**config.mk**
```make
export PLATFORM = sky130hd
export DESIGN_NAME = resq_dispatch_queue_flat
export DESIGN_NICKNAME = d
export VERILOG_FILES = /design/src/rtl/resq_pkg.sv /design/src/rtl/resq_dispatch_queue_if.sv /design/src/rtl/resq_prio_queue.sv /design/src/rtl/resq_dispatch_queue.sv /design/src/flat_wrapper.sv
export SDC_FILE = /design/constraint.sdc
export NUM_CORES = 1
export LEC_CHECK = 0
export BUFFER_PORTS_ARGS = -buffer_cell sky130_fd_sc_hd__buf_2
export CELL_PAD_IN_SITES_DETAIL_PLACEMENT = 1
export CELL_PAD_IN_SITES_GLOBAL_PLACEMENT = 1
export CORE_UTILIZATION = 44
export DETAILED_ROUTE_END_ITERATION = 10
export PLACE_DENSITY_LB_ADDON = 0.08
export SYNTH_ARGS = -nofsm -noshare
export SYNTH_HDL_FRONTEND = slang
export SYNTH_SLANG_ARGS = --single-unit
```
**constraint.sdc**
```tcl
create_clock -name Clock -period 18.4 [get_ports Clock]
set_clock_uncertainty 0.1 [all_clocks]
set_input_delay 3.68 -clock Clock [delete_from_list [all_inputs] [get_ports Clock]]
set_output_delay 3.68 -clock Clock [all_outputs]
set_load 0.1 [all_outputs]
```
**src/rtl/resq_pkg.sv**
```systemverilog
// Shared constants for the resource dispatch queue.
//   - default parameter values for the queue and its interface
//   - channel (resource) codes: food, shelter and the evac FIFO
package resq_pkg;

    localparam int ZONE_W_DEF     = 8;
    localparam int PRIO_W_DEF     = 2;
    localparam int NUM_PQ_DEF     = 2;
    localparam int DEPTH_DEF      = 4;
    localparam int EVAC_DEPTH_DEF = 4;
    localparam int AGE_LIMIT_DEF  = 8;

    localparam int RES_W_DEF = $clog2(NUM_PQ_DEF + 1);

    localparam logic [RES_W_DEF-1:0] RES_FOOD    = RES_W_DEF'(0);
    localparam logic [RES_W_DEF-1:0] RES_SHELTER = RES_W_DEF'(1);
    localparam logic [RES_W_DEF-1:0] RES_EVAC    = RES_W_DEF'(NUM_PQ_DEF);

endpackage

```
**src/rtl/resq_dispatch_queue_if.sv**
```systemverilog
// Producer/consumer bus of the dispatch queue.
//   master : request source and consumer (drives Insert, Zone, Priority,
//            Resource_line, Serve; observes ready/err, winner and status)
//   slave  : the dispatch queue itself
interface resq_dispatch_queue_if #(
    parameter int ZONE_W = resq_pkg::ZONE_W_DEF,
    parameter int PRIO_W = resq_pkg::PRIO_W_DEF,
    parameter int NUM_PQ = resq_pkg::NUM_PQ_DEF
);
    localparam int RES_W = $clog2(NUM_PQ + 1);

    logic              Insert;
    logic [ZONE_W-1:0] Zone;
    logic [PRIO_W-1:0] Priority;
    logic [RES_W-1:0]  Resource_line;
    logic              Insert_Ready;
    logic              Insert_Err;
    logic              Serve;
    logic              Out_Valid;
    logic [ZONE_W-1:0] Output_Zone;
    logic [PRIO_W-1:0] Output_Priority;
    logic [RES_W-1:0]  Output_Resource;
    logic              Output_Boost;
    logic [NUM_PQ:0]   Full;
    logic [NUM_PQ:0]   Empty;

    modport master (
        output Insert, Zone, Priority, Resource_line, Serve,
        input  Insert_Ready, Insert_Err, Out_Valid, Output_Zone,
               Output_Priority, Output_Resource, Output_Boost, Full, Empty
    );

    modport slave (
        input  Insert, Zone, Priority, Resource_line, Serve,
        output Insert_Ready, Insert_Err, Out_Valid, Output_Zone,
               Output_Priority, Output_Resource, Output_Boost, Full, Empty
    );

endinterface

```
**src/rtl/resq_prio_queue.sv**
```systemverilog
// One aging priority queue (slot array, not ordered).
//   clk, rst          : clock, async active-high reset
//   ins/ins_zone/prio : accepted insert, written into the lowest free slot
//   cancel/cancel_zone: drop every valid entry of that zone
//   pop               : remove the current winner
//   full, empty       : occupancy status
//   win_*             : highest effective priority entry, lowest slot on tie
module resq_prio_queue
    import resq_pkg::*;
#(
    parameter int ZONE_W    = ZONE_W_DEF,
    parameter int PRIO_W    = PRIO_W_DEF,
    parameter int DEPTH     = DEPTH_DEF,
    parameter int AGE_LIMIT = AGE_LIMIT_DEF
) (
    input  logic              clk,
    input  logic              rst,
    input  logic              ins,
    input  logic [ZONE_W-1:0] ins_zone,
    input  logic [PRIO_W-1:0] ins_prio,
    input  logic              cancel,
    input  logic [ZONE_W-1:0] cancel_zone,
    input  logic              pop,
    output logic              full,
    output logic              empty,
    output logic              win_valid,
    output logic [ZONE_W-1:0] win_zone,
    output logic [PRIO_W-1:0] win_prio,
    output logic              win_boost
);
    localparam int SLOT_W = (DEPTH > 1) ? $clog2(DEPTH) : 1;
    localparam int AGE_W  = $clog2(AGE_LIMIT + 1);
    // The counter wraps on the edge it would reach AGE_LIMIT, so one
    // boost happens every AGE_LIMIT waiting cycles.
    localparam logic [AGE_W-1:0]  AGE_TC   = AGE_W'(AGE_LIMIT - 1);
    localparam logic [PRIO_W-1:0] PRIO_MAX = '1;

    logic [DEPTH-1:0]  valid;
    logic [DEPTH-1:0]  boost;
    logic [ZONE_W-1:0] zone [DEPTH];
    logic [PRIO_W-1:0] prio [DEPTH];
    logic [AGE_W-1:0]  age  [DEPTH];

    logic [SLOT_W-1:0] free_slot;
    logic [SLOT_W-1:0] win_slot;
    logic [PRIO_W-1:0] best_prio;

    always_comb begin
        free_slot = '0;
        for (int i = DEPTH - 1; i >= 0; i--) begin
            if (!valid[i]) free_slot = SLOT_W'(i);
        end
    end

    // Strict '>' keeps the lowest slot among equal priorities.
    always_comb begin
        win_valid = 1'b0;
        win_slot  = '0;
        best_prio = '0;
        for (int i = 0; i < DEPTH; i++) begin
            if (valid[i] && (!win_valid || prio[i] > best_prio)) begin
                win_valid = 1'b1;
                win_slot  = SLOT_W'(i);
                best_prio = prio[i];
            end
        end
    end

    assign win_zone  = win_valid ? zone[win_slot] : '0;
    assign win_prio  = best_prio;
    assign win_boost = win_valid & boost[win_slot];
    assign full      = &valid;
    assign empty     = ~|valid;

    always_ff @(posedge clk or posedge rst) begin
        if (rst) begin
            valid <= '0;
            boost <= '0;
            for (int i = 0; i < DEPTH; i++) begin
                zone[i] <= '0;
                prio[i] <= '0;
                age[i]  <= '0;
            end
        end else begin
            for (int i = 0; i < DEPTH; i++) begin
                if ((pop && win_slot == SLOT_W'(i)) ||
                    (cancel && valid[i] && zone[i] == cancel_zone)) begin
                    valid[i] <= 1'b0;
                end else if (ins && !valid[i] && free_slot == SLOT_W'(i)) begin
                    valid[i] <= 1'b1;
                    zone[i]  <= ins_zone;
                    prio[i]  <= ins_prio;
                    boost[i] <= 1'b0;
                    age[i]   <= '0;
                end else if (valid[i]) begin
                    if (age[i] == AGE_TC) begin
                        age[i]   <= '0;
                        boost[i] <= 1'b1;
                        if (prio[i] != PRIO_MAX) prio[i] <= prio[i] + 1'b1;
                    end else begin
                        age[i] <= age[i] + 1'b1;
                    end
                end
            end
        end
    end

endmodule

```
**src/rtl/resq_dispatch_queue.sv**
```systemverilog
// Resource dispatch queue: NUM_PQ aging priority queues plus an evac FIFO
// that pre-empts them and cancels same-zone requests.
//   Clock, Reset_Queue : clock, async active-high reset
//   bus (slave)        : insert request / ready / err, serve strobe,
//                        current winner fields, per-channel Full/Empty
module resq_dispatch_queue
    import resq_pkg::*;
#(
    parameter int ZONE_W     = ZONE_W_DEF,
    parameter int PRIO_W     = PRIO_W_DEF,
    parameter int NUM_PQ     = NUM_PQ_DEF,
    parameter int DEPTH      = DEPTH_DEF,
    parameter int EVAC_DEPTH = EVAC_DEPTH_DEF,
    parameter int AGE_LIMIT  = AGE_LIMIT_DEF
) (
    input  logic                 Clock,
    input  logic                 Reset_Queue,
    resq_dispatch_queue_if.slave bus
);
    localparam int RES_W = $clog2(NUM_PQ + 1);
    localparam int PTR_W = (EVAC_DEPTH > 1) ? $clog2(EVAC_DEPTH) : 1;
    localparam int CNT_W = $clog2(EVAC_DEPTH + 1);
    localparam logic [RES_W-1:0] EVAC_CODE = RES_W'(NUM_PQ);
    localparam logic [CNT_W-1:0] EV_MAX    = CNT_W'(EVAC_DEPTH);
    localparam logic [PTR_W-1:0] PTR_LAST  = PTR_W'(EVAC_DEPTH - 1);

    logic [NUM_PQ-1:0] pq_full, pq_empty, pq_sel, pq_ins, pq_pop;
    logic [NUM_PQ-1:0] pq_wvalid, pq_wboost;
    logic [ZONE_W-1:0] pq_wzone [NUM_PQ];
    logic [PRIO_W-1:0] pq_wprio [NUM_PQ];

    logic [ZONE_W-1:0]     ev_zone [EVAC_DEPTH];
    logic [EVAC_DEPTH-1:0] ev_valid;
    logic [PTR_W-1:0]      rd_ptr, wr_ptr;
    logic [CNT_W-1:0]      ev_count;

    logic ev_full, ev_empty, sel_evac, evac_match, ready;
    logic accept_evac, accept_pq, pop, ev_pop, insert_err;
    logic              out_valid, out_boost;
    logic [ZONE_W-1:0] out_zone;
    logic [PRIO_W-1:0] out_prio;
    logic [RES_W-1:0]  out_res;

    function automatic logic [PTR_W-1:0] ptr_next(input logic [PTR_W-1:0] p);
        return (p == PTR_LAST) ? '0 : p + 1'b1;
    endfunction

    assign ev_full  = (ev_count == EV_MAX);
    assign ev_empty = (ev_count == '0);
    assign sel_evac = (bus.Resource_line == EVAC_CODE);

    always_comb begin
        pq_sel = '0;
        for (int c = 0; c < NUM_PQ; c++) pq_sel[c] = (bus.Resource_line == RES_W'(c));
    end

    // Readiness uses pre-edge occupancy; forced low while reset is held.
    always_comb begin
        ready = 1'b0;
        if (!Reset_Queue) begin
            if (sel_evac) ready = !ev_full;
            for (int c = 0; c < NUM_PQ; c++) begin
                if (pq_sel[c]) ready = !pq_full[c];
            end
        end
    end

    always_comb begin
        evac_match = 1'b0;
        for (int j = 0; j < EVAC_DEPTH; j++) begin
            if (ev_valid[j] && ev_zone[j] == bus.Zone) evac_match = 1'b1;
        end
    end

    assign accept_evac = bus.Insert && ready && sel_evac;
    assign accept_pq   = bus.Insert && ready && !sel_evac && !evac_match;
    assign pq_ins      = accept_pq ? pq_sel : '0;

    // Evac head always wins; otherwise highest priority, lowest channel on tie.
    always_comb begin
        out_valid = 1'b0;
        out_zone  = '0;
        out_prio  = '0;
        out_res   = '0;
        out_boost = 1'b0;
        if (!ev_empty) begin
            out_valid = 1'b1;
            out_zone  = ev_zone[rd_ptr];
            out_res   = EVAC_CODE;
        end else begin
            for (int c = 0; c < NUM_PQ; c++) begin
                if (pq_wvalid[c] && (!out_valid || pq_wprio[c] > out_prio)) begin
                    out_valid = 1'b1;
                    out_zone  = pq_wzone[c];
                    out_prio  = pq_wprio[c];
                    out_res   = RES_W'(c);
                    out_boost = pq_wboost[c];
                end
            end
        end
    end

    assign pop    = bus.Serve && out_valid;
    assign ev_pop = pop && !ev_empty;

    always_comb begin
        pq_pop = '0;
        for (int c = 0; c < NUM_PQ; c++) pq_pop[c] = pop && ev_empty && (out_res == RES_W'(c));
    end

    for (genvar c = 0; c < NUM_PQ; c++) begin : g_pq
        resq_prio_queue #(
            .ZONE_W    (ZONE_W),
            .PRIO_W    (PRIO_W),
            .DEPTH     (DEPTH),
            .AGE_LIMIT (AGE_LIMIT)
        ) u_pq (
            .clk         (Clock),
            .rst         (Reset_Queue),
            .ins         (pq_ins[c]),
            .ins_zone    (bus.Zone),
            .ins_prio    (bus.Priority),
            .cancel      (accept_evac),
            .cancel_zone (bus.Zone),
            .pop         (pq_pop[c]),
            .full        (pq_full[c]),
            .empty       (pq_empty[c]),
            .win_valid   (pq_wvalid[c]),
            .win_zone    (pq_wzone[c]),
            .win_prio    (pq_wprio[c]),
            .win_boost   (pq_wboost[c])
        );
    end

    // A push and a pop never share a slot: a pop needs count > 0 and a
    // push needs count < EVAC_DEPTH, so the pointers differ.
    always_ff @(posedge Clock or posedge Reset_Queue) begin
        if (Reset_Queue) begin
            rd_ptr     <= '0;
            wr_ptr     <= '0;
            ev_count   <= '0;
            ev_valid   <= '0;
            insert_err <= 1'b0;
            for (int j = 0; j < EVAC_DEPTH; j++) ev_zone[j] <= '0;
        end else begin
            insert_err <= bus.Insert && !(accept_evac || accept_pq);
            if (accept_evac) begin
                ev_zone[wr_ptr]  <= bus.Zone;
                ev_valid[wr_ptr] <= 1'b1;
                wr_ptr           <= ptr_next(wr_ptr);
            end
            if (ev_pop) begin
                ev_valid[rd_ptr] <= 1'b0;
                rd_ptr           <= ptr_next(rd_ptr);
            end
            ev_count <= ev_count + CNT_W'(accept_evac) - CNT_W'(ev_pop);
        end
    end

    assign bus.Insert_Ready    = ready;
    assign bus.Insert_Err      = insert_err;
    assign bus.Out_Valid       = out_valid;
    assign bus.Output_Zone     = out_zone;
    assign bus.Output_Priority = out_prio;
    assign bus.Output_Resource = out_res;
    assign bus.Output_Boost    = out_boost;
    assign bus.Full            = {ev_full, pq_full};
    assign bus.Empty           = {ev_empty, pq_empty};

endmodule
```
**src/flat_wrapper.sv**
```systemverilog
// flat-port wrapper written by rule: the top's interface ports become plain ports
module resq_dispatch_queue_flat import resq_pkg::*;
#(
    parameter int ZONE_W     = ZONE_W_DEF,
    parameter int PRIO_W     = PRIO_W_DEF,
    parameter int NUM_PQ     = NUM_PQ_DEF,
    parameter int DEPTH      = DEPTH_DEF,
    parameter int EVAC_DEPTH = EVAC_DEPTH_DEF,
    parameter int AGE_LIMIT  = AGE_LIMIT_DEF
)
  (Clock, Reset_Queue, bus_Insert, bus_Zone, bus_Priority, bus_Resource_line, bus_Serve, bus_Insert_Ready, bus_Insert_Err, bus_Out_Valid, bus_Output_Zone, bus_Output_Priority, bus_Output_Resource, bus_Output_Boost, bus_Full, bus_Empty);
  resq_dispatch_queue_if #(.ZONE_W(ZONE_W), .PRIO_W(PRIO_W), .NUM_PQ(NUM_PQ)) bus_i ();
  input  logic Clock;
  input  logic Reset_Queue;
  input wire logic [$bits(bus_i.Insert)-1:0] bus_Insert;
  input wire logic [$bits(bus_i.Zone)-1:0] bus_Zone;
  input wire logic [$bits(bus_i.Priority)-1:0] bus_Priority;
  input wire logic [$bits(bus_i.Resource_line)-1:0] bus_Resource_line;
  input wire logic [$bits(bus_i.Serve)-1:0] bus_Serve;
  output wire logic [$bits(bus_i.Insert_Ready)-1:0] bus_Insert_Ready;
  output wire logic [$bits(bus_i.Insert_Err)-1:0] bus_Insert_Err;
  output wire logic [$bits(bus_i.Out_Valid)-1:0] bus_Out_Valid;
  output wire logic [$bits(bus_i.Output_Zone)-1:0] bus_Output_Zone;
  output wire logic [$bits(bus_i.Output_Priority)-1:0] bus_Output_Priority;
  output wire logic [$bits(bus_i.Output_Resource)-1:0] bus_Output_Resource;
  output wire logic [$bits(bus_i.Output_Boost)-1:0] bus_Output_Boost;
  output wire logic [$bits(bus_i.Full)-1:0] bus_Full;
  output wire logic [$bits(bus_i.Empty)-1:0] bus_Empty;
  assign bus_i.Insert = bus_Insert;
  assign bus_i.Zone = bus_Zone;
  assign bus_i.Priority = bus_Priority;
  assign bus_i.Resource_line = bus_Resource_line;
  assign bus_i.Serve = bus_Serve;
  assign bus_Insert_Ready = bus_i.Insert_Ready;
  assign bus_Insert_Err = bus_i.Insert_Err;
  assign bus_Out_Valid = bus_i.Out_Valid;
  assign bus_Output_Zone = bus_i.Output_Zone;
  assign bus_Output_Priority = bus_i.Output_Priority;
  assign bus_Output_Resource = bus_i.Output_Resource;
  assign bus_Output_Boost = bus_i.Output_Boost;
  assign bus_Full = bus_i.Full;
  assign bus_Empty = bus_i.Empty;
  resq_dispatch_queue #(.ZONE_W(ZONE_W), .PRIO_W(PRIO_W), .NUM_PQ(NUM_PQ), .DEPTH(DEPTH), .EVAC_DEPTH(EVAC_DEPTH), .AGE_LIMIT(AGE_LIMIT)) u_core (.Clock(Clock), .Reset_Queue(Reset_Queue), .bus(bus_i));
endmodule
```
After elaboration in Yosys (flattened, before gate mapping)
Index checks and enable logic that the tools add are counted.
Storage, ports and cells
  bits of input ports: 16
  output and inout port bits: 22
  word-level logic and storage cells: 505
  register bits after elaboration: 172
Cells by class
  reduce and logical (&&, ||, !) cells: 179
  bitwise operators: 17
  muxes and demuxes: 176
  equal/unequal tests: 46
  add/sub/neg operators: 20
  $lt $le $gt $ge: 18
Operators with widths (number)
  2-to-1 mux 2 bit: 60
  2-to-1 mux 4 bit: 26
  equality test 8 bit: 12
  2-to-1 mux 8 bit: 11
  2-to-1 mux 1 bit: 70
  logical AND 1 bit: 64
  nonzero test 2 bit: 32
  binary-select mux 8 bit (select 2 bit): 3
  AND reduction 4 bit: 10
  adder 4 x 1 -> 4 bit (second input constant): 8
  bitwise mux 32 bit: 1
  equality test 4 x 3 -> 1 bit (second input constant): 8
  AND reduction 2 bit: 16
  zero test 1 bit: 24
  AND reduction 3 bit: 8
  equality test 2 bit (second input constant): 11
  adder 2 x 1 -> 2 bit (second input constant): 10
  demux 8 bit (select 2 bit): 1
  logical OR 1 bit: 16
  inequality test 2 bit (second input constant): 8
  > comparator 2 bit: 7
  equality test 2 x 1 -> 1 bit (second input constant): 6
  greater-or-equal comparator 3 bit (second input constant): 4
  zero test 2 bit: 6
  other kinds (16): 34

Longest topological paths before layout
Gate-level depths: netlist of the first run.
  word-level depth: 27
  depth in mapped cells: 31
  mapped depth without buffers: 28

Hierarchy
Synthesis of the first run repeated with hierarchy kept, for this count alone.
Second synthesis, totals
  cell total of the unflattened synthesis: 1105
  area total of the unflattened synthesis: 10587.7 µm²
Modules (own cells, without submodules)
  resq_prio_queue (u_core.g_pq[0].u_pq): seq. area each 1601.5 µm², times used 1, cells an instance 427, area an instance 3908.7 µm²
  resq_prio_queue (u_core.g_pq[1].u_pq): seq. area each 1601.5 µm², times used 1, cells an instance 412, area an instance 3796.1 µm²
  resq_dispatch_queue: seq. area each 1101.1 µm², times used 1, cells an instance 266, area an instance 2882.8 µm²

Least setup slack after synthesis of the first run
OpenSTA, ideal clock, no wires.
  path type: register to output
  start point: register u_core.g_pq[0].u_pq.valid[0]
  end point: output port bus_Output_Zone[0]
  path slack: 7.275 ns
  cell stages (with the launch flop): 31
  arrival time: 7.345 ns
  path buffers: 4
  data required time: 14.620 ns
  cells stage by stage: dfrtp_1 > clkbuf_1 > nand2_1 > ha_1 > nor2b_1 > a2bb2oi_1 > o21ai_0 > buf_2 > mux2_2 > ha_1 > nor2b_1 > a2bb2oi_1 > o21ai_0 > clkbuf_1 > nor2_1 > a21o_1 > ha_1 > nor2b_1 > o211ai_1 > and2_1 > nor2_1 > a21oi_1 > inv_1 > ha_1 > nand2b_1 > a22oi_1 > o21ai_2 > inv_1 > clkbuf_1 > o211ai_1 > nand4_1
On the way
  word-level cells in the longest chain between the ends: 20
  elaborated cells between the ends (all ways): 38
  those cells by class: order compare: 4; mux: 21; bitwise: 1; reduce/logical: 12
Ends and longest elaborated chain
  start, declared: line resq_prio_queue.sv:38  | logic [DEPTH-1:0] valid;
  start signal, assigned: line resq_prio_queue.sv:77  | valid <= '0;
  start signal, assigned by index: line resq_prio_queue.sv:88  | valid[i] <= 1'b0;
  start signal, assigned by index: line resq_prio_queue.sv:90  | valid[i] <= 1'b1;
  2-to-1 mux 2 bit or 2-to-1 mux 1 bit (tied branches): line resq_prio_queue.sv:61  | if (valid[i] && (!win_valid || prio[i] > best_prio)) begin
  > comparator 2 bit or zero test 1 bit (tied branches): line resq_prio_queue.sv:61
  logical OR 1 bit: line resq_prio_queue.sv:61
  logical AND 1 bit: line resq_prio_queue.sv:61
  2-to-1 mux 2 bit or 2-to-1 mux 1 bit (tied branches): line resq_prio_queue.sv:61
  > comparator 2 bit or zero test 1 bit (tied branches): line resq_prio_queue.sv:61
  logical OR 1 bit: line resq_prio_queue.sv:61
  logical AND 1 bit: line resq_prio_queue.sv:61
  (+4 left out)
  2-to-1 mux 2 bit or 2-to-1 mux 1 bit (tied branches): line resq_prio_queue.sv:61
  2-to-1 mux 2 bit (tied with other cells): line resq_dispatch_queue.sv:92  | if (pq_wvalid[c] && (!out_valid || pq_wprio[c] > out_prio)) begin
  2-to-1 mux 2 bit (tied with other cells): line resq_dispatch_queue.sv:86  | if (!ev_empty) begin
  > comparator 2 bit (tied with other cells): line resq_dispatch_queue.sv:92
  logical OR 1 bit or 2-to-1 mux 8 bit (tied branches): line resq_dispatch_queue.sv:92, resq_prio_queue.sv:69
  logical AND 1 bit or 2-to-1 mux 8 bit (tied branches): line resq_dispatch_queue.sv:92
  2-to-1 mux 8 bit (*): line resq_dispatch_queue.sv:92
  2-to-1 mux 8 bit (*): line resq_dispatch_queue.sv:86
  end, declared: line flat_wrapper.sv:23  | output wire logic [$bits(bus_i.Output_Zone)-1:0] bus_Output_Zone;
Every way passes the cells marked *; elsewhere a longest branch is shown, timed or not. The select of a mux whose other input is x is not followed.

Final worst setup path of the first run
  start point: register u_core.g_pq[1].u_pq.valid[0]
  end point: output port bus_Output_Zone[6]
On the way
  word-level cells in the longest chain between the ends: 20
  elaborated cells between the ends (all ways): 33
  those cells by class: order compare: 4; mux: 17; bitwise: 1; reduce/logical: 11
Ends and longest elaborated chain
  start, declared: line resq_prio_queue.sv:38
  start signal, assigned: line resq_prio_queue.sv:77
  start signal, assigned by index: line resq_prio_queue.sv:88
  start signal, assigned by index: line resq_prio_queue.sv:90
  2-to-1 mux 2 bit or 2-to-1 mux 1 bit (tied branches): line resq_prio_queue.sv:61
  > comparator 2 bit or zero test 1 bit (tied branches): line resq_prio_queue.sv:61
  logical OR 1 bit: line resq_prio_queue.sv:61
  logical AND 1 bit: line resq_prio_queue.sv:61
  2-to-1 mux 2 bit or 2-to-1 mux 1 bit (tied branches): line resq_prio_queue.sv:61
  > comparator 2 bit or zero test 1 bit (tied branches): line resq_prio_queue.sv:61
  logical OR 1 bit: line resq_prio_queue.sv:61
  logical AND 1 bit: line resq_prio_queue.sv:61
  (+3 left out)
  logical AND 1 bit: line resq_prio_queue.sv:61
  2-to-1 mux 2 bit: line resq_prio_queue.sv:61
  inverter 2 -> 3 bit (implied by the code): line resq_prio_queue.sv:69  | assign win_zone = win_valid ? zone[win_slot] : '0;
  binary-select mux 8 bit (select 2 bit): line resq_prio_queue.sv:69
  2-to-1 mux 8 bit (implied by the code) (2 in series): line resq_prio_queue.sv:69
  2-to-1 mux 8 bit: line resq_prio_queue.sv:69
  2-to-1 mux 8 bit (*): line resq_dispatch_queue.sv:92
  2-to-1 mux 8 bit (*): line resq_dispatch_queue.sv:86
Marked as above.

==> results of run 1 <==
-- cells by family after synthesis --
family / count (synthesis)
xor+xnor: 108
buf+inv: 99
fa+ha+maj: 41
simple gates: 255
mux: 138
compound gates: 146
flops: 172
-- flip-flops by register name, indices dropped and copies added (netlist names) --
register                count
u_core.rd_ptr               2
u_core.g_pq.u_pq.valid      8
u_core.ev_zone             32
u_core.wr_ptr               2
u_core.g_pq.u_pq.boost      8
u_core.bus.Insert_Err       1
u_core.g_pq.u_pq.zone      64
u_core.g_pq.u_pq.age       32
u_core.g_pq.u_pq.prio      16
u_core.ev_valid             4
u_core.ev_count             3
-- layout by cell type (no fill, tap or decap), drive strengths merged, types with 7 or more instances in the layout --
master	n
nor2	63
nand3b	7
o21ai	27
nor4	9
xnor2	68
a22oi	10
mux4	8
mux2i	24
buf	43
nor2b	8
nand3	26
a221o	8
xor2	40
clkbuf	18
nor3	17
a211o	9
nand2	51
ha	40
inv	48
mux2	106
or3	8
dfrtp	172
nand4	32
o211ai	13
and2	7
a21oi	35
-- report_power, final --
part	leakage [nW]	internal, mW	switching, mW
Combinational	2.51	0.467	0.777
Sequential	2.17	0.546	0.193
Clock	0.268	0.178	0.170
Total	4.94	1.19	1.14
-- area by class of cell --
type                            instances  area (µm²)  area share, %
Clock buffer                           18         429           3.85
Clock inverter                         14         124           1.11
Inverter                               40         155           1.39
Multi-Input combinational cell        688        5520           49.5
Sequential cell                       172        4300           38.6
Tap cell                              313         392           3.51
Timing Repair Buffer                   43         230           2.06
-- per-layer routing --
layer / vias to the layer above / part of all wire [%] / routed length [µm]
li1: 3444 / - / -
met1: 3777 / 49 / 13100
met2: 93 / 47 / 12500
met3: 20 / 2.7 / 717
met4: 0 / 1.3 / 351
met5: - / 0 / 0
-- final timing paths --
path                                         startpoint                      endpoint  slack (ns)  cells after the start
hold / removal              u_core.g_pq[0].u_pq.age[12]   u_core.g_pq[0].u_pq.age[12]        0.41                      1
setup / recovery           u_core.g_pq[1].u_pq.valid[0]            bus_Output_Zone[6]        6.37                     22
setup reg to reg           u_core.g_pq[1].u_pq.valid[0]   u_core.g_pq[1].u_pq.prio[0]       10.53                     23
max in group asynchronous                   Reset_Queue  u_core.g_pq[1].u_pq.valid[1]       13.27                      3
hold reg to reg             u_core.g_pq[0].u_pq.age[12]   u_core.g_pq[0].u_pq.age[12]        0.41                      1
min in group asynchronous                   Reset_Queue              u_core.rd_ptr[1]        3.33                      2
-- Yosys cell counts (all sizes together), types with 3 or more instances --
cell type / n
nand3b: 7
clkbuf: 25
o21a: 4
a21oi: 35
o21ai: 27
xnor2: 68
ha: 40
nand2: 51
nor2: 63
nand2b: 3
a221o: 8
or3b: 5
a211o: 9
o211ai: 13
or3: 8
o311ai: 4
a21boi: 3
xor2: 40
mux4: 8
nor2b: 8
buf: 34
a31oi: 4
nand4: 32
nor3: 17
or4: 4
o31a: 3
mux2: 106
inv: 40
a22o: 3
nor3b: 6
nor4: 9
dfrtp: 172
and2: 7
mux2i: 24
nand3: 26
a22oi: 10
-- worst reg2reg max path, cell delays in order (launching register included) --
cell and delay (ns):
dfrtp_1 0.73, nand2_1 0.16, ha_1 0.33, nor2b_1 0.15, o311ai_2 0.63, mux2_2 0.43
ha_1 0.29, nor2b_1 0.15, o311ai_0 0.64, o21ai_0 0.24, ha_1 0.34, nor2b_1 0.14
o211ai_1 0.22, nand2_1 0.35, o21ai_0 0.36, ha_1 0.31, nand2b_1 0.11, a22oi_1 0.11
o21ai_2 0.42, inv_1 0.34, a31oi_2 0.51, and3b_1 0.29, xnor2_1 0.08, mux2_1 0.30
-- stage by stage --
stage	instances	cell area, µm²	util, %
after detailed placement	1256	10600	46.5
final	1288	11200	49.0
after floorplan	959	10300	-
after global routing	1288	11200	49.0
after CTS	1288	11200	49.0
after global placement	1256	10600	46.5
==> impl_metrics.json, run 1 <==
{
  "status": "complete, no violations",
  "synthMuxAreaShare_pct": 15.7,
  "async_reset_ff_share_pct": 100,
  "clk_pin_slew_worst_paths_ns": 0.07,
  "cts_sinks": 172,
  "cp-start-kind": "register",
  "synthesis.area_mm2": 0.0103,
  "die_y_um": 155,
  "postCtsHoldBufs": 0,
  "fin_setup_tns_ns": 0,
  "row_count": 55,
  "dieArea_mm2": 0.0240,
  "synth-main-ff-cell": "dfrtp_1",
  "port_buffers": 37,
  "crit_top_cell": "ha_1",
  "ant_nets": 0,
  "hold_viol": 0,
  "synth_cell_types": 74,
  "synthCells": 959,
  "drt-initial-drc-count": 493,
  "final_layout_size_suffix_gt1_share_pct": 20.0,
  "yosysWarningCount": 0,
  "synth_edf_count": 0,
  "synth_top_area_share_pct": 41.9,
  "max_slew_margin_pct": 22.9,
  "crit_type": "reg2out",
  "nFillCells": 2466,
  "grt-ovfl-total": 0,
  "cts_buffers": 17,
  "synth_xor_area_share_pct": 9.21,
  "preCtsSetupSlack_ns": 6.96,
  "fin_crit_ns": 12.03,
  "antenna_found_initial": 0,
  "endpoint_kind": "output pin",
  "fin_total_pwr_mw": 2.33,
  "drv_cap": 0,
  "whs_ns": 0.408,
  "gp_congestion": 0.840,
  "ys_ff_latch": 172,
  "die_w_um": 155,
  "worstMarginPinSlew_ns": 1.15,
  "nets": 1019,
  "gr-usage-met3_pct": 4.46,
  "hold_path_class": "reg2reg",
  "vias": 7334,
  "cp_top_family": "simple AND/OR/NAND/NOR gates",
  "cts_root_buf": "clkbuf_16",
  "use_met2_pct": 37.6,
  "cts.htree.levels": 4,
  "avgSynthCellArea_um2": 10.7,
  "synthAdderAreaFrac_pct": 5.07,
  "cpPeakStageDelay_ns": 0.97,
  "worstPathCellList": "nand2_1 > ha_1 > nor2b_1 > o311ai_2 > mux2_2 > ha_1 > nor2b_1 > o311ai_0 > o21ai_0 > ha_1 > nor2b_1 > o211ai_1 > and2_1 > nor2_1 > a21oi_1 > ha_1 > a22oi_1 > o21ai_2 > nor3_1 > nand2_1 > nand4_1 > buf_2",
  "min_period_over_period_pct": 65.4,
  "busiest_layer": "met2",
  "ctsResizeCount": 0,
  "vias_per_cell": 5.69,
  "grt_pass1_wl_um": 43400,
  "cts_tree": "built",
  "drv_slew": 0,
  "worstPathRequired_ns": 14.62,
  "yosys.area.top_type": "dfrtp_1",
  "core_region_area_mm2": 0.0228,
  "p_leak_nw": 4.94,
  "num_io_pins": 38,
  "yosysSeqAreaShare_pct": 41.9,
  "ir_drop_mv": 0.233,
  "synth_top_family_by_area": "multiplexers",
  "cp.arrival_ns": 8.25,
  "clk_latency_ns": 0.44,
  "diodes": 0,
  "p_per_area_mw_per_mm2": 209,
  "drc": 0,
  "wire_per_inst_um": 20.8,
  "setup_viol": 0,
  "initial_core_util_pct": 45.1,
  "yosys.area_share.simple_pct": 13.2,
  "clock_path_buffers": 2,
  "setup_ws_ns": 6.37,
  "synth_compound_area_share_pct": 10.6,
  "post_cts_buffers": 0,
  "cp_slowest_cell": "nor3_1",
  "rsz0062_at_grt": "false",
  "cp_num_buf_inv": 1,
  "grt_max_degree": 93,
  "gr-usage-all-layers_pct": 23.9,
  "wl_um": 26800,
  "synth_nets": 1016,
  "synth.area.top_cells": "dfrtp_1 42%, mux2_2 9.9%, xnor2_1 5.8%, ha_1 4.9%, xor2_1 3.4%",
  "crit_fanout": 18,
  "met1_usage_pct": 34.2,
  "areaGrowthSynthToFinish_pct": 8.63,
  "fmax_mhz": 83.2,
  "grt_pass1_vias": 7544,
  "detailed_place_hpwl_um": 19100,
  "firstDrtPassIters": 5
}
No activity file was read; power rests on OpenSTA's default activity.
==> run 2, diff against run 1 <==
==> constraint.sdc (replaced) <==
create_clock -name Clock -period 11.95 [get_ports Clock]
set_clock_uncertainty 0.1 [all_clocks]
set_input_delay 2.39 -clock Clock [delete_from_list [all_inputs] [get_ports Clock]]
set_output_delay 2.39 -clock Clock [all_outputs]
set_load 0.1 [all_outputs]
==> run 2 against run 1 <==
Wire length down 0.57%. Clock power grew 61%. Via count increased by 0.15%. Sequential power up 54%. Combinational power is 54% higher. Worst setup slack got worse by 5.1 ns. Flip-flop and latch count unchanged. Global-route usage down 0.23 points. First-iteration DRC count fell by 22%. Hold slack improved by 0.0021 ns. Critical endpoint is now bus_Output_Zone[5].
==> impl_metrics.json, run 2 (synthesis gave the netlist of run 1 again) <==
{
  "clk_latency_ns": 0.44,
  "cp_top_family": "compound AO/OA/AOI/OAI gates",
  "cp-endpoint": "bus_Output_Zone[5]",
  "grt_max_degree": 93,
  "stdcell_count": 1288,
  "worstPathCellList": "nand2_1 > ha_1 > nor2b_1 > o311ai_2 > mux2_2 > ha_1 > nor2b_1 > o311ai_0 > o21ai_0 > ha_1 > nor2b_1 > o211ai_1 > and2_1 > nor2_1 > a21oi_1 > ha_1 > a22oi_1 > o21ai_2 > nor3_1 > nand2_1 > nand4_1 > buf_2",
  "final_layout_size_suffix_gt1_share_pct": 20.0,
  "endpoint_kind": "output pin",
  "timing.rr.end": "u_core.g_pq[1].u_pq.prio[0]",
  "nets": 1019,
  "crit_top_cell": "ha_1",
  "crit_type": "reg2out",
  "grt-ovfl-total": 0,
  "p_int_mw": 1.86,
  "vias": 7345,
  "die_w_um": 155,
  "gr-usage-all-layers_pct": 23.7,
  "worst_hold_startpoint": "u_core.g_pq[0].u_pq.age[12]",
  "clock_path_buffers": 2,
  "firstDrtPassIters": 4,
  "wl_um": 26600,
  "worstPathRequired_ns": 9.46,
  "grt_pass1_vias": 7545,
  "p_per_area_mw_per_mm2": 323,
  "rsz0062_at_grt": "false",
  "cts_sinks": 172,
  "top_register": "u_core.g_pq.u_pq.zone",
  "status": "complete, no violations",
  "cts.htree.levels": 4,
  "crit_fanout": 18,
  "rrSetupSlack_ns": 4.09,
  "p_seq_share_pct": 31.5,
  "cts_tree": "built",
  "ctsResizeCount": 0,
  "areaGrowthSynthToFinish_pct": 8.97,
  "finish.utilization_pct": 49.1,
  "cp.arrival_ns": 8.20,
  "port_buffers": 37,
  "drv_slew": 0,
  "min_period_over_period_pct": 89.5,
  "placed_area_mm2": 0.0106,
  "clkPwrFrac_pct": 15.5,
  "drc": 0,
  "drt-initial-drc-count": 383,
  "num_io_pins": 38,
  "fin_setup_tns_ns": 0,
  "cpPeakStageDelay_ns": 0.91,
  "worstMarginPinSlew_ns": 1.06,
  "cp_num_buf_inv": 1,
  "combPwrFrac_pct": 53.0,
  "grt_pass1_wl_um": 43200,
  "wire_per_inst_um": 20.7,
  "clk_pin_slew_worst_paths_ns": 0.07,
  "largest_reg_flops": 64,
  "detailed_place_hpwl_um": 19200,
  "postCtsHoldBufs": 0,
  "die_y_um": 155,
  "drv_cap": 0,
  "worstSetupStartpoint": "u_core.g_pq[1].u_pq.valid[0]",
  "p_sw_mw": 1.76,
  "hold_viol": 0,
  "setup_viol": 0,
  "cp_slowest_cell": "nor3_1",
  "p_leak_nw": 4.95,
  "vias_per_cell": 5.70,
  "reg2reg_from": "u_core.g_pq[1].u_pq.valid[0]",
  "antenna_found_initial": 0,
  "cts_buffers": 17,
  "post_cts_buffers": 0,
  "fin_crit_ns": 10.69,
  "ir_drop_mv": 0.485,
  "dieArea_mm2": 0.0240,
  "gp_congestion": 0.840,
  "mostFrequentLayoutCells": "172 x dfrtp_1, 90 x mux2_2, 68 x xnor2_1, 63 x nor2_1, 51 x nand2_1",
  "ant_nets": 0,
  "layout_commonest_cell": "dfrtp_1",
  "dp_cells": 1256,
  "fmax_mhz": 93.5,
  "max_slew_margin_pct": 29.0,
  "top_regs": "u_core.g_pq.u_pq.zone: 64 flops, u_core.ev_zone: 32 flops, u_core.g_pq.u_pq.age: 32 flops",
  "worst-path-stages": 22,
  "hold_path_class": "reg2reg",
  "p_sw_share_pct": 48.6,
  "cp-start-kind": "register",
  "row_count": 55,
  "design_area_mm2": 0.0112,
  "initial_core_util_pct": 45.1,
  "cts_root_buf": "clkbuf_16",
  "core_region_area_mm2": 0.0228,
  "diodes": 0,
  "reg2reg_depth": 24
}
==> run 2: final cells by class <==
class	count	area (µm²)
clock buffers	18	429
inverters	40	155
well taps	313	392
flip-flops and latches	172	4300
multi-input cells	688	5520
clock inverters	14	159
repair buffers	43	230
fillers	2474	11600
==> run 2: worst min path at each step <==
stage	slack [ns]	endpoint	cells past startpoint
2_1_floorplan	0.34	u_core.g_pq[0].u_pq.boost[2]	2
3_3_place_gp	0.39	u_core.g_pq[0].u_pq.boost[3]	2
3_5_place_dp	0.40	u_core.g_pq[0].u_pq.age[12]	1
4_1_cts	0.41	u_core.g_pq[0].u_pq.age[12]	1
5_1_grt	0.44	u_core.g_pq[0].u_pq.boost[3]	2
6_report	0.41	u_core.g_pq[0].u_pq.age[12]	1
==> run 2: layer usage <==
layer  vias to the layer above  GRT usage, %  share of wire (%)
li1                       3449             -                  -
met1                      3795          33.4                 49
met2                        88          39.1                 48
met3                        13          2.83                2.4
met4                         0          5.37               0.80
met5                         -             0                  0
==> run 2: through the flow <==
step                power, mW  worst slack (ns)  hold slack, ns
CTS                      3.64              1.31           0.414
global placement         3.01              2.14           0.385
detailed placement       3.06              1.80           0.402
finish                   3.61              1.26           0.410
floorplan                2.63              2.12           0.345
global route             3.87             0.499           0.442
==> run 2: power by group through the flow <==
stage	Sequential (mW)	Clock, mW	Combinational [mW]
finish	1.14	0.559	1.91
global route	1.18	0.593	2.10
CTS	1.14	0.575	1.93
detailed placement	1.15	0	1.92
global placement	1.14	0	1.87
floorplan	1.03	0	1.60
==> run 3, diff against run 2 <==
--- a/config.mk
+++ b/config.mk
@@ -14,3 +14,4 @@
 export SYNTH_ARGS = -nofsm -noshare
 export SYNTH_HDL_FRONTEND = slang
 export SYNTH_SLANG_ARGS = --single-unit
+export TNS_END_PERCENT = 10
==> constraint.sdc (replaced) <==
create_clock -name Clock -period 11.95 [get_ports Clock]
set_clock_uncertainty 0.1 [all_clocks]
set_input_delay 0.5975 -clock Clock [delete_from_list [all_inputs] [get_ports Clock]]
set_output_delay 0.5975 -clock Clock [all_outputs]
set_load 0.1 [all_outputs]
==> run 3 against run 2 <==
Clock power about the same. Cell count unchanged. Global-route usage is 0.17 points higher. Critical path depth unchanged. Utilization barely moved. Fmax grew 20%. Non-clock buffer count is the same. Flip-flop and latch count stayed put. Design area about the same. First-iteration DRC count fell by 17%. Largest power group unchanged. Die area stayed put.
==> impl_metrics.json, run 3 (synthesis gave the netlist of run 1 again) <==
{
  "worstMarginPinSlew_ns": 1.08,
  "gr-usage-all-layers_pct": 23.9,
  "rsz0062_at_grt": "false",
  "ir_drop_mv": 0.345,
  "grt_max_degree": 115,
  "grt-ovfl-total": 0,
  "vias": 7255,
  "final_layout_size_suffix_gt1_share_pct": 19.9,
  "core_region_area_mm2": 0.0228,
  "vias_per_cell": 5.63,
  "detailed_place_hpwl_um": 19100,
  "areaGrowthSynthToFinish_pct": 8.98,
  "layout_commonest_cell": "dfrtp_1",
  "diodes": 0,
  "p_leak_nw": 4.95,
  "firstDrtPassIters": 4,
  "largest_reg_flops": 64,
  "cp-start-kind": "register",
  "worstPathCellList": "nand2_1 > ha_1 > nor2b_1 > o311ai_2 > mux2_2 > ha_1 > nor2b_1 > o311ai_0 > o21ai_0 > ha_1 > nor2b_1 > o211ai_1 > and2_1 > nor2_1 > a21oi_1 > ha_1 > a22oi_1 > o21ai_2 > nor3_1 > nand2_1 > nand4_1 > buf_2",
  "cts_root_buf": "clkbuf_16",
  "clock_path_buffers": 2,
  "drc": 0,
  "min_period_over_period_pct": 74.6,
  "clk_latency_ns": 0.44,
  "p_per_area_mw_per_mm2": 323,
  "cp.arrival_ns": 8.21,
  "whs_ns": 0.301,
  "antenna_found_initial": 0,
  "clk_pin_slew_worst_paths_ns": 0.07,
  "nFillCells": 2443,
  "cts_tree": "built",
  "dieArea_mm2": 0.0240,
  "drv_cap": 0,
  "grt_pass1_wl_um": 43400,
  "cp_slowest_cell": "nor3_1",
  "gp_congestion": 0.829,
  "cts.htree.levels": 4,
  "drv_slew": 0,
  "top_regs": "u_core.g_pq.u_pq.zone: 64 flops, u_core.ev_zone: 32 flops, u_core.g_pq.u_pq.age: 32 flops",
  "mostFrequentLayoutCells": "172 x dfrtp_1, 90 x mux2_2, 68 x xnor2_1, 63 x nor2_1, 51 x nand2_1",
  "top_register": "u_core.g_pq.u_pq.zone",
  "crit_fanout": 18,
  "endpoint_kind": "output pin",
  "cpPeakStageDelay_ns": 0.90,
  "grt_pass1_vias": 7588,
  "crit_top_cell": "ha_1",
  "die_w_um": 155,
  "crit_type": "reg2out",
  "num_io_pins": 38,
  "port_buffers": 37,
  "hold_viol": 0,
  "nets": 1019,
  "cts_sinks": 172,
  "setup_viol": 0,
  "cp_top_family": "compound AO/OA/AOI/OAI gates",
  "ant_nets": 0,
  "fin_crit_ns": 8.91,
  "max_slew_margin_pct": 28.1,
  "postCtsHoldBufs": 0,
  "ctsResizeCount": 0,
  "cp_num_buf_inv": 1,
  "post_cts_buffers": 0,
  "drt-initial-drc-count": 319,
  "worstPathRequired_ns": 11.25,
  "fmax_mhz": 112,
  "cts_buffers": 17,
  "wl_um": 26900,
  "finish.utilization_pct": 49.1,
  "die_y_um": 155,
  "row_count": 55,
  "fin_setup_tns_ns": 0,
  "hold_path_class": "in2reg",
  "status": "complete, no violations",
  "initial_core_util_pct": 45.1,
  "wire_per_inst_um": 20.9,
  "rrSetupSlack_ns": 4.06
}
[run 3: metrics by stage]
stage | cell area (µm²) | setup WS (ns) | total power, mW | std cells
4_1_cts | 11200 | 3.10 | 3.64 | 1288
3_3_place_gp | 10600 | 3.92 | 3.00 | 1256
6_report | 11200 | 3.04 | 3.61 | 1288
5_1_grt | 11200 | 2.44 | 3.87 | 1288
2_1_floorplan | 10300 | 3.91 | 2.63 | 959
3_5_place_dp | 10600 | 3.70 | 3.06 | 1256
[run 3: report_power, final]
group	switching, mW	internal (mW)
logic	1.19	0.718
clock network	0.265	0.298
registers	0.297	0.841
[run 3: per-layer routing]
layer	vias to the layer above	routed length, µm	GRT usage [%]
met1	3707	13100	33.3
met5	-	0	0
met2	89	12700	38.5
met4	0	334	5.61
li1	3437	-	-
met3	22	770	4.34
[run 3: layout make-up]
type / instances / area, µm² / area share, %
Tap cell: 313 / 392 / 3.50
Inverter: 40 / 155 / 1.39
Clock inverter: 13 / 156 / 1.40
Timing Repair Buffer: 43 / 230 / 2.06
Multi-Input combinational cell: 688 / 5520 / 49.3
Clock buffer: 19 / 433 / 3.87
Sequential cell: 172 / 4300 / 38.5
[run 3: tightest hold or removal path, delay by kind of cell]
| kind | cells | cell delay [ns] |
|---|---|---|
| AND/OR/NAND/NOR | 1 | 0.06 |
| buffers and inverters | 1 | 0.12 |
| AO/OA/AOI/OAI | 1 | 0.04 |
[run 3: worst paths after layout]
path | start | to | depth (start not counted)
min in group asynchronous | Reset_Queue | u_core.g_pq[0].u_pq.zone[20] | 2
max in group asynchronous | Reset_Queue | u_core.g_pq[1].u_pq.valid[2] | 3
max | u_core.g_pq[1].u_pq.valid[0] | bus_Output_Zone[6] | 22
min | bus_Insert | u_core.bus.Insert_Err | 3
min reg2reg | u_core.g_pq[0].u_pq.age[12] | u_core.g_pq[0].u_pq.age[12] | 1
max reg2reg | u_core.g_pq[1].u_pq.valid[0] | u_core.g_pq[1].u_pq.prio[0] | 23
